**src/rtl/polar_pkg.sv**
```systemverilog
// Shared polar-code helpers: FSM states, constant clog2, bit reversal, stage counter width.
package polar_pkg;
  typedef enum logic [1:0] {IDLE, ENCODE, DONE} state_t;

  function automatic int clog2(input int v);
    int r;
    r = 0;
    while ((1 << r) < v) r++;
    return r;
  endfunction

  // Reverse the low w bits of i.
  function automatic int bitrev(input int i, input int w);
    int r;
    r = 0;
    for (int b = 0; b < w; b++) r |= ((i >> b) & 1) << (w - 1 - b);
    return r;
  endfunction

  // Counter must reach log2(N) so stage indices never wrap.
  function automatic int stage_w(input int n);
    int w;
    w = clog2(clog2(n) + 1);
    return (w < 1) ? 1 : w;
  endfunction
endpackage

```
**src/rtl/polar_encoder_if.sv**
```systemverilog
// Message-in / codeword-out valid-ready bus of the polar encoder.
interface polar_encoder_if #(parameter int N = 8);
  logic         in_valid;
  logic         in_ready;
  logic [N-1:0] in_u;
  logic         out_valid;
  logic         out_ready;
  logic [N-1:0] out_x;

  modport slave (input in_valid, in_u, out_ready, output in_ready, out_valid, out_x);
  modport master(output in_valid, in_u, out_ready, input in_ready, out_valid, out_x);
endinterface

```
**src/rtl/polar_enc_stage.sv**
```systemverilog
// One butterfly stage: lanes with bit s clear fold in their partner at i + 2^s.
module polar_enc_stage
  import polar_pkg::*;
#(
  parameter int N = 8
) (
  input  logic [N-1:0]            v,
  input  logic [stage_w(N)-1:0]   s,
  output logic [N-1:0]            v_next
);
  localparam int LOGN = clog2(N);
  localparam int SW   = stage_w(N);

  for (genvar i = 0; i < N; i++) begin : g_lane
    // One candidate partner per possible stage value; unused slots read as zero.
    logic [2**SW-1:0] xr;
    for (genvar k = 0; k < 2**SW; k++) begin : g_k
      if (k < LOGN && ((i >> k) & 1) == 0) begin : g_on
        assign xr[k] = v[i + (1 << k)];
      end else begin : g_off
        assign xr[k] = 1'b0;
      end
    end
    assign v_next[i] = v[i] ^ xr[s];
  end
endmodule

```
**src/rtl/polar_encoder.sv**
```systemverilog
// Iterative polar encoder: one butterfly stage per cycle, IDLE/ENCODE/DONE handshake.
// Define POLAR_ENC_BITREV_EN to emit the codeword in bit-reversed index order.
module polar_encoder
  import polar_pkg::*;
#(
  parameter int           N           = 8,
  parameter logic [N-1:0] FROZEN_MASK = 8'b0001_0111
) (
  input  logic          clk,
  input  logic          rst_n,
  polar_encoder_if.slave bus
);
  localparam int LOGN = clog2(N);
  localparam int SW   = stage_w(N);

  state_t        state, state_nx;
  logic [N-1:0]  v, v_next, xo;
  logic [SW-1:0] s;

  polar_enc_stage #(.N(N)) u_stage (
    .v      (v),
    .s      (s),
    .v_next (v_next)
  );

  always_ff @(posedge clk) begin
    if (!rst_n) begin
      state <= IDLE;
      v     <= '0;
      s     <= '0;
    end else begin
      state <= state_nx;
      case (state)
        IDLE: if (bus.in_valid) begin
          v <= bus.in_u & ~FROZEN_MASK;
          s <= '0;
        end
        ENCODE: begin
          v <= v_next;
          s <= s + SW'(1);
        end
        default: ;
      endcase
    end
  end

  always_comb begin
    state_nx     = state;
    bus.in_ready = 1'b0;
    bus.out_valid = 1'b0;
    case (state)
      IDLE: begin
        bus.in_ready = 1'b1;
        if (bus.in_valid) state_nx = ENCODE;
      end
      ENCODE: if (s == SW'(LOGN - 1)) state_nx = DONE;
      DONE: begin
        bus.out_valid = 1'b1;
        if (bus.out_ready) state_nx = IDLE;
      end
      default: state_nx = IDLE;
    endcase
  end

  for (genvar i = 0; i < N; i++) begin : g_out
`ifdef POLAR_ENC_BITREV_EN
    assign xo[i] = v[LOGN'(bitrev(i, LOGN))];
`else
    assign xo[i] = v[i];
`endif
  end

  // Partial sums are never exposed; out_x reads zero outside DONE.
  assign bus.out_x = (state == DONE) ? xo : '0;
endmodule

```
**src/flat_wrapper.sv**
```systemverilog
// flat-port wrapper written by rule: the top's interface ports become plain ports
module polar_encoder_flat import polar_pkg::*;
#(
  parameter int           N           = 8,
  parameter logic [N-1:0] FROZEN_MASK = 8'b0001_0111
)
  (clk, rst_n, bus_in_valid, bus_in_u, bus_out_ready, bus_in_ready, bus_out_valid, bus_out_x);
  polar_encoder_if #(.N(N)) bus_i ();
  input  logic clk;
  input  logic rst_n;
  input wire logic [$bits(bus_i.in_valid)-1:0] bus_in_valid;
  input wire logic [$bits(bus_i.in_u)-1:0] bus_in_u;
  input wire logic [$bits(bus_i.out_ready)-1:0] bus_out_ready;
  output wire logic [$bits(bus_i.in_ready)-1:0] bus_in_ready;
  output wire logic [$bits(bus_i.out_valid)-1:0] bus_out_valid;
  output wire logic [$bits(bus_i.out_x)-1:0] bus_out_x;
  assign bus_i.in_valid = bus_in_valid;
  assign bus_i.in_u = bus_in_u;
  assign bus_i.out_ready = bus_out_ready;
  assign bus_in_ready = bus_i.in_ready;
  assign bus_out_valid = bus_i.out_valid;
  assign bus_out_x = bus_i.out_x;
  polar_encoder #(.N(N), .FROZEN_MASK(FROZEN_MASK)) u_core (.clk(clk), .rst_n(rst_n), .bus(bus_i));
endmodule
```
**config.mk**
```make
export PLATFORM = sky130hd
export DESIGN_NAME = polar_encoder_flat
export DESIGN_NICKNAME = d
export VERILOG_FILES = /design/src/rtl/polar_pkg.sv /design/src/rtl/polar_encoder_if.sv /design/src/rtl/polar_enc_stage.sv /design/src/rtl/polar_encoder.sv /design/src/flat_wrapper.sv
export SDC_FILE = /design/constraint.sdc
export NUM_CORES = 1
export LEC_CHECK = 0
export CORE_MARGIN = 2
export CORE_UTILIZATION = 41
export DETAILED_ROUTE_END_ITERATION = 8
export PLACE_DENSITY = 0.73
export SLEW_MARGIN = 40
export SYNTH_ARGS = -nofsm -noshare
export SYNTH_HDL_FRONTEND = slang
export SYNTH_SLANG_ARGS = --single-unit
```
**constraint.sdc**
```tcl
create_clock -name clk -period 1.23 [get_ports clk]
set_input_delay 0.246 -clock clk [delete_from_list [all_inputs] [get_ports clk]]
set_output_delay 0.246 -clock clk [all_outputs]
set_load 0.02 [all_outputs]
```
# Word-level counts from Yosys, hierarchy flattened
# Index checks and enable logic that the tools add are counted.
totals:
  in_bits: 12
  wordCells: 50
  register_bits: 12
  out_inout_bits: 10
op_classes:
  reduce_logical: 4
  n_eq_ne: 6
  bitwise: 8
  addsub: 1
  n_lt_le_gt_ge: 1
  n_mux: 27
op_table:
  columns: ["op", "n"]
  rows:
  - ["$bmux W1 S2", 8]
  - ["$mux W8", 2]
  - ["$pmux W8 S2", 1]
  - ["$mux W1", 10]
  - ["$mux W2", 4]
  - ["$xor A1 B1 Y1", 8]
  - ["$pmux W2 S3", 1]
  - ["$eq A2 B2 Y1 const B", 2]
  - ["$ne A2 B2 Y1 const B", 2]
  - ["$pmux W2 S2", 1]
  - ["$lt A2 B3 Y1 const B", 1]
  - ["$reduce_and A3 Y1", 1]
  - ["$add A2 B1 Y2 const B", 1]
  - ["$eq A2 B1 Y1 const B", 1]
  - ["$logic_not A2 Y1", 1]
  - ["$ne A2 B1 Y1 const B", 1]
  - ["$reduce_and A2 Y1", 1]
  - ["$reduce_bool A2 Y1", 1]

# Logic depth before layout (Yosys ltp)
# Gate-level depths: netlist (run 1).
logic_depth:
  word_depth: 4
  ltp_mapped: 5
  depth_no_buf: 4

# By module
# From an unflattened synthesis (run 1), not the netlist that was laid out.
hier_totals:
  cells_unflattened: 85
  hier_area_um2: 757.0
modules_own_cells:
  columns: ["mod", "area_per_inst_um2", "n_inst", "cells_per_inst", "seq_area_each_um2"]
  rows:
  - ["polar_encoder", 568.0, 1, 62, 240.2]
  - ["polar_enc_stage", 188.9, 1, 23, 0.0]

# Worst setup path after synthesis (run 1)
# No wires, ideal clock.
synth_timing:
  kind: "register to output"
  from: "register u_core.state[1]"
  to: "output bus_out_x[0]"
  path_stages_with_launch: 4
  arrival_ns: 1.123
  t_required_ns: 0.984
  path_buffers: 1
  setup_slack_ns: -0.139
  cell_sequence: "dfxtp_1 nor2b_1 clkbuf_1 and2_1"
synth_between:
  elab_chain_len: 2
synth_lines:
  columns: ["element", "line_no", "rtl"]
  rows:
  - ["from (decl)", "polar_encoder.sv:16", "state_t state, state_nx;"]
  - ["from (signal assigned)", "polar_encoder.sv:32", "state <= state_nx;"]
  - ["$eq A2 B2 Y1", "polar_encoder.sv:74", "assign bus.out_x = (state == DONE) ? xo : '0;"]
  - ["$mux W8", "polar_encoder.sv:74", null]
  - ["to (decl)", "flat_wrapper.sv:16", "output wire logic [$bits(bus_i.out_x)-1:0] bus_out_x;"]
# Every way passes these cells.

# Worst setup path after layout (run 1)
layout_timing:
  from: "register u_core.state[0]"
  to: "register u_core.v[2]"
layout_between:
  elab_chain_len: 3
  elab_cells_between_ends: 6
  classes_between: "eq/ne (2); mux (1); reduce/logical (3)"
layout_lines:
  columns: ["element", "line_no", "rtl"]
  rows:
  - ["$eq A2 B1 Y1 or $logic_not A2 Y1 (tied branches)", "polar_encoder.sv:33", "case (state)"]
  - ["$reduce_bool A2 Y1 (no line) or $ne A2 B2 Y1 (tied branches)", null, null]
  - ["$reduce_and A2 Y1 (no line)", null, null]
  - ["to (signal assigned)", "polar_encoder.sv:35", "v <= bus.in_u & ~FROZEN_MASK;"]
  - ["to (signal assigned)", "polar_encoder.sv:39", "v <= v_next;"]
  - ["to (decl)", "polar_encoder.sv:17", "logic [N-1:0] v, v_next, xo;"]
# Several ways; a longest one is shown, not always the timed one.
# A chain may end at the register's enable or synchronous reset.

==> results.txt, run 1 <==
Yosys cell types: 30
Die area: 2236 um2
Sequential area share after synthesis: 0.3127
Most utilized layer in the global route result: met2
Area of the multi-input gates: 605.6 um2
Worst Setup SP: u_core.state[0]$_SDFFE_PN0P_
Largest net degree at the start of global routing: 13
Global-route wire length before repair: 3401 um
Reg-to-reg endpoint: u_core.v[2]$_SDFFE_PN0P_
FF-to-FF Start: u_core.state[0]$_SDFFE_PN0P_
Total chip power: 0.001069 W
Arrival @ worst endpoint: 1610 ps
Crit path capture: u_core.v[2]$_SDFFE_PN0P_
Syn_area_per_cell: 8.442 um2
FF-to-FF path depth: 5
Ant diodes: 0
DR vias/cell: 5.273
Clk_skew: 1.208 ps
Synthesized cell area: 768.2 um2
Crit path max fanout: 5
Fin Hold WS: 569.7 ps
GRT Total Usage: 0.2142
Mapped Cells: 91
Fin crit share: 1.172
Post-layout nets: 150
Hold-fix buffers at CTS: 0
Initial antenna violation count: 0
R2R setup slack: -210 ps
Via count: 849
Vias in the first global route: 795
Outcome: finished, violations left
Slew @ Worst Pin: 306.1 ps
CP required: 1400 ps
Max_cap viols: 0
CTS root buf: clkbuf_4
Initial Util: 0.4401
RSZ-0062 raised after global routing: yes
Final count of negative-setup-slack endpoints: 19
Drt first pass iters: 4
Chip height: 47.29 um
Worst min path class: primary input to register
GRT met1 Usage: 0.2581
VDD IR max: 0.7937 mV
WL/cell: 14.48 um
Drt initial violations: 12
Post-route cell area: 1385 um2
Max clock buf depth: 2
Port Buffer Count: 17
FILL cells: 100
Clock Latency Late Sink: 280 ps
Final wirelength: 2332 um
Worst slack, placed: -402.7 ps
Synth warnings: 0
Layout cell share with drive strength beyond 1: 0.5441
Drt drc: 0
Setup ws final: -211.7 ps
Congestion Overflow GR: 0
Antenna viol nets, final: 0
WS Path Type: register to register
Clk slew on worst S/H paths: 80 ps
Placed Area: 1071 um2
Num rows: 15
Met2 GRT Util: 0.3784
Crit path capture type: register
Relative max-transition margin: 0.7955
Final Hold Viols: 0
CTS buffer count: 3
RD Place Congestion: 0.7720
CP Launch Type: register
Dpl hpwl: 1344 um
Period minus WS final: 1442 ps
F_max: 693.6 MHz
CORE AREA: 1745 um2
Die Span X: 47.29 um
Area delta synth->final: 80.29%
CTS Sinks: 12
CTS tree: built
Failing checks: setup timing
Setup TNS: -2716 ps
# IOs: 22
Flop and latch count out of synthesis: 12
Synthesized Nets: 104
Met3 Track Usage GR: 0.03846
Static Leak: 0.5600 nW
Final Slew Violations: 0
Power Dens Cells: 771.8 nW/um2
H-Tree Depth: 1
Reg area: 244.0 um2
[metrics by stage]
stage               std cells  utilization
floorplan                  91            -
global placement          144       0.6136
detailed placement        144       0.6136
CTS                       158       0.6824
global route              161       0.7935
finish                    161       0.7935
[where the power goes]
| group | internal, W | switching, W | total [W] |
|---|---|---|---|
| sequential | 0.000408 | 0.0000160 | 0.000424 |
| clock | 0.000180 | 0.000145 | 0.000325 |
| combinational | 0.000183 | 0.000138 | 0.000321 |
[cells in the final DEF, fill, tap and decap left out, types with 2 or more instances in the layout]
| cell type | instances |
|---|---|
| dfxtp_1 | 9 |
| buf_4 | 20 |
| nor3b_1 | 3 |
| nor3b_2 | 2 |
| and3b_1 | 3 |
| clkdlybuf4s50_1 | 7 |
| nand3b_1 | 5 |
| nand2_1 | 4 |
| buf_6 | 21 |
| nor2_1 | 3 |
| dfxtp_2 | 3 |
| mux2i_1 | 8 |
| and2_4 | 8 |
| or3b_4 | 2 |
| clkbuf_4 | 3 |
| nand2b_1 | 3 |
| a21oi_2 | 3 |
| a31oi_1 | 5 |
| a21oi_1 | 2 |
| inv_1 | 2 |
[cell type report]
type / count / area share
Clock buffer: 4 / 0.02620
Inverter: 3 / 0.008130
Multi-Input combinational cell: 69 / 0.4372
Sequential cell: 12 / 0.1762
Tap cell: 25 / 0.02258
Timing Repair Buffer: 48 / 0.3297
[flip-flops by register name, indices dropped and copies added, names as in the netlist]
| name | flops |
|---|---|
| u_core.v | 8 |
| u_core.s | 2 |
| u_core.state | 2 |
[routing by layer]
layer  up-vias  share of wire
met3         2          0.038
li1        415              -
met4         0         0.0073
met2        28           0.52
met5         -              0
met1       404           0.43
[cell families after synthesis]
logic type / Yosys count / synth area share
fa+ha+maj: 1 / 0.01628
flops: 12 / 0.3127
compound gates: 17 / 0.1531
simple gates: 43 / 0.3551
buf+inv: 10 / 0.05863
mux: 8 / 0.1042
[worst min-delay path by stage]
stage | slack (ps) | startpoint | to | cells after the start
after global placement | 580 | u_core.v[0]$_SDFFE_PN0P_ | u_core.v[0]$_SDFFE_PN0P_ | 3
after global routing | 580 | bus_in_u[7] | u_core.v[7]$_SDFFE_PN0P_ | 3
final | 570 | bus_in_u[7] | u_core.v[7]$_SDFFE_PN0P_ | 3
after detailed placement | 590 | u_core.v[0]$_SDFFE_PN0P_ | u_core.v[0]$_SDFFE_PN0P_ | 3
after CTS | 590 | bus_in_u[7] | u_core.v[7]$_SDFFE_PN0P_ | 3
after floorplan | 390 | bus_in_u[7] | u_core.v[7]$_SDFFE_PN0P_ | 2
[Yosys cell counts]
library cell  count  area share
dfxtp_1          12        0.31
and2_1            8       0.065
mux2i_1           8        0.10
clkbuf_1          6       0.029
a31oi_1           5       0.041
nand2_1           5       0.024
nand3b_1          5       0.049
nor3b_1           5       0.049
a21oi_1           4       0.026
nand2b_1          4       0.033
nor2_1            4       0.020
and3b_1           3       0.034
inv_1             2      0.0098
nand3_1           2       0.013
nor2b_1           2       0.016
or3_1             2       0.016
a21oi_2           1       0.011
a2bb2oi_1         1       0.011
a32oi_1           1       0.011
buf_6             1       0.015
clkinv_1          1      0.0049
ha_1              1       0.016
o211ai_1          1      0.0098
o21a_1            1      0.0098
o21bai_1          1      0.0098
o311ai_0          1       0.011
o32ai_1           1       0.011
or3b_2            1       0.011
or3b_4            1       0.015
or4_1             1      0.0098
[worst max-delay path, cell delays in order, from the launching register on]
cell and delay (ps):
dfxtp_2 360, buf_6 120, or3b_4 390, buf_4 160, o211ai_1 210, a21oi_2 80
[timing repair]
item / 4_1_cts / 5_1_grt
setup endpoints to repair: 19 / 19
gates cloned: 0 / 1
setup buffers: 10 / 2
pin swaps: 4 / 19
resized for setup: 57 / 49
(Power assumes the default switching activity.)
==> run 2: changes to the inputs <==
--- a/config.mk
+++ b/config.mk
@@ -8,6 +8,7 @@
 export CORE_MARGIN = 2
 export CORE_UTILIZATION = 41
 export DETAILED_ROUTE_END_ITERATION = 8
+export GPL_ROUTABILITY_DRIVEN = 0
 export PLACE_DENSITY = 0.73
 export SLEW_MARGIN = 40
 export SYNTH_ARGS = -nofsm -noshare
==> results of run 2 <==
Same layout as run 1: the final DEF is identical, and so are final timing and power.
==> run 3: changes to the inputs <==
--- a/config.mk
+++ b/config.mk
@@ -6,10 +6,11 @@
 export NUM_CORES = 1
 export LEC_CHECK = 0
 export CORE_MARGIN = 2
-export CORE_UTILIZATION = 41
+export CORE_UTILIZATION = 46
 export DETAILED_ROUTE_END_ITERATION = 8
 export GPL_ROUTABILITY_DRIVEN = 0
-export PLACE_DENSITY = 0.73
+export PLACE_DENSITY = 0.78
+export REMOVE_ABC_BUFFERS = 1
 export SLEW_MARGIN = 40
 export SYNTH_ARGS = -nofsm -noshare
 export SYNTH_HDL_FRONTEND = slang
==> constraint.sdc (replaced) <==
create_clock -name clk -period 1.5 [get_ports clk]
set_input_delay 0.225 -clock clk [delete_from_list [all_inputs] [get_ports clk]]
set_output_delay 0.225 -clock clk [all_outputs]
set_load 0.02 [all_outputs]
==> run 3 against run 2 <==
  * The flow now finishes without violations
  * Flip-flop and latch count unchanged
  * Critical path depth down 1
  * Die area fell by 10%
  * Via count is 12% lower
  * Setup slack improved by 260 ps
  * Cell area is 25% lower
  * Largest cell class unchanged
  * Count of clock-buffer cells in the layout is the same
  * Routed wire length shrank 24%
  * Sequential share of layout area increased by 5.5 points
  * Final cell count shrank 16%
  * Largest power group unchanged
  * Register-to-register slack improved by 260 ps
==> results.txt, run 3 (same netlist as run 1, synthesis figures left out) <==
Drt drc: 0 (unchanged)
CP Launch Type: register
CP required: 1720 ps (+320 ps)
Via count: 746 (-12%)
Max clock buf depth: 2 (unchanged)
WL/cell: 13.21 um (-8.8%)
H-Tree Depth: 1 (unchanged)
Static Leak: 0.4270 nW (-24%)
Final Slew Violations: 0 (unchanged)
FF-to-FF path depth: 4 (-1)
Critical path, cell by cell: buf_6, or3b_4, or3_4, a21oi_2
Post-layout nets: 133 (-11%)
Total chip power: 0.0007762 W (-27%)
R2R setup slack: 50 ps (+260 ps)
Die Span X: 44.87 um (-5.1%)
CTS Sinks: 12 (unchanged)
Power Dens Cells: 743.8 nW/um2 (-3.6%)
FF-to-FF Start: u_core.state[0]$_SDFFE_PN0P_
Outcome: completed
# IOs: 22 (unchanged)
Clk_skew: 4.999 ps (+3.791 ps)
Ant diodes: 0 (unchanged)
Biggest registers after layout: u_core.v (8), u_core.s (2), u_core.state (2)
Commonest non-fill, non-tap cell in the layout: buf_4
Period minus WS final: 1450 ps (+8.377 ps)
WS Path Type: register to register
Die area: 2013 um2 (-10%)
Final wirelength: 1783 um (-24%)
GRT Total Usage: 0.2048 (-0.009365)
Worst min path class: register to register
Final count of negative-setup-slack endpoints: 0 (-19)
Max incr delay on CP: 410 ps (+20 ps)
Hold Path Depth: 2 (-1)
Final Hold Viols: 0 (unchanged)
Setup TNS: 0 ps (+2716 ps)
Crit path max fanout: 11 (+6)
Congestion Overflow GR: 0 (unchanged)
Non-filler instance count after layout: 135 (-16%)
CTS tree: built
Placed cell count: 128 (-11%)
DR vias/cell: 5.526 (+4.8%)
Num rows: 14 (-1)
RSZ-0062 raised after global routing: no
CTS root buf: clkbuf_4
Area delta synth->final: 35.83%
F_max: 689.6 MHz (-0.58%)
Layout cell share with drive strength beyond 1: 0.2857 (-0.2584)
CORE AREA: 1541 um2 (-12%)
Fin crit share: 0.9667 (-0.2054)
Reg-to-reg endpoint: u_core.v[2]$_SDFFE_PN0P_
Clk slew on worst S/H paths: 80 ps (about the same)
Relative max-transition margin: 0.7070 (-0.08845)
Arrival @ worst endpoint: 1670 ps (+60 ps)
VDD IR max: 0.5410 mV (-32%)
Initial antenna violation count: 0 (unchanged)
Clock Latency Late Sink: 280 ps (about the same)
Slowest-stage cell, CP: or3b_4
Drt first pass iters: 4 (unchanged)
Commonest non-fill, non-tap cells in the layout: buf_4 (14), dfxtp_1 (11), and2_1 (8), mux2i_1 (8), clkdlybuf4s50_1 (7)
Global-route wire length before repair: 2884 um (-15%)
Slew @ Worst Pin: 438.9 ps (+132.7 ps)
CTS buffer count: 3 (unchanged)
Chip height: 44.87 um (-5.1%)
Hold Path Sink: u_core.v[0]$_SDFFE_PN0P_
Most flops, register: u_core.v
Vias in the first global route: 644 (-19%)
Max_cap viols: 0 (unchanged)
Antenna viol nets, final: 0 (unchanged)
Port Buffer Count: 17 (unchanged)
Crit path capture type: register
Hold wc startpoint: u_core.v[0]$_SDFFE_PN0P_
Dpl hpwl: 1247 um (-7.2%)
Max reg flops: 8 (unchanged)
Drt initial violations: 7 (-5)
Initial Util: 0.4984 (+0.05823)
Largest net degree at the start of global routing: 15 (+2)
run 3: cell types whose count changed in the layout (fill, tap and decap cells not counted), sizes merged:
cell         delta
dlygate4sd2     +1
clkbuf          +1
buf            -19
run 3: per-stage QoR:
step	hold slack [ps]	setup WS (ps)	utilization	area, um2
after floorplan	368.9	-101.7	-	734.5
after CTS	487.0	-5.980	0.6575	1013
after global placement	466.5	-112.2	0.6534	1007
after global routing	496.7	0.6593	0.6769	1044
final	483.4	49.88	0.6769	1044
after detailed placement	478.1	-129.1	0.6534	1007
run 3: metal layers:
layer	vias up	part of all wire	GRT usage
met5	-	0	0
met4	0	0.019	0.08824
met3	5	0.049	0.07200
met2	15	0.48	0.3275
met1	343	0.46	0.2488
li1	383	-	-
run 3: critical path: cells and delay by family (launching register included):
| family | cells | cell delay [ps] |
|---|---|---|
| AO/OA/AOI/OAI | 1 | 120 |
| buffers and inverters | 1 | 140 |
| AND/OR/NAND/NOR | 2 | 790 |
| flip-flops | 1 | 340 |
run 3: power by group:
| part | leakage, nW | internal [W] | switching, W |
|---|---|---|---|
| clock | 0.0210 | 0.000148 | 0.000114 |
| sequential | 0.0981 | 0.000334 | 0.0000151 |
| combinational | 0.308 | 0.0000906 | 0.0000749 |
| total | 0.427 | 0.000573 | 0.000204 |
run 3: final cells by class:
type                            count  area [um2]
Fill cell                         133       498.0
Multi-Input combinational cell     69       493.0
Sequential cell                    12       241.5
Timing Repair Buffer               31       241.5
Clock buffer                        4       36.28
Tap cell                           16       20.02
Inverter                            3       11.26
run 3: worst max path at each step:
stage,from,end,slack [ps],cells after the start
2_1_floorplan,u_core.state[1]$_SDFFE_PN0P_,bus_out_x[0],-100,2
3_3_place_gp,bus_in_valid,u_core.v[4]$_SDFFE_PN0P_,-110,4
3_5_place_dp,bus_in_valid,u_core.v[4]$_SDFFE_PN0P_,-130,4
4_1_cts,u_core.state[1]$_SDFFE_PN0P_,bus_out_x[2],-6,4
5_1_grt,u_core.state[1]$_SDFFE_PN0P_,u_core.v[4]$_SDFFE_PN0P_,0.7,4
6_report,u_core.state[0]$_SDFFE_PN0P_,u_core.v[2]$_SDFFE_PN0P_,50,4
run 3: repair_timing:
| item | in CTS | in global routing |
|---|---|---|
| pin swaps | 0 | 1 |
| setup buffers | 0 | 3 |
| gates resized for setup | 32 | 12 |
| hold buffers | 0 | 0 |
| setup endpoints to repair | 10 | 9 |
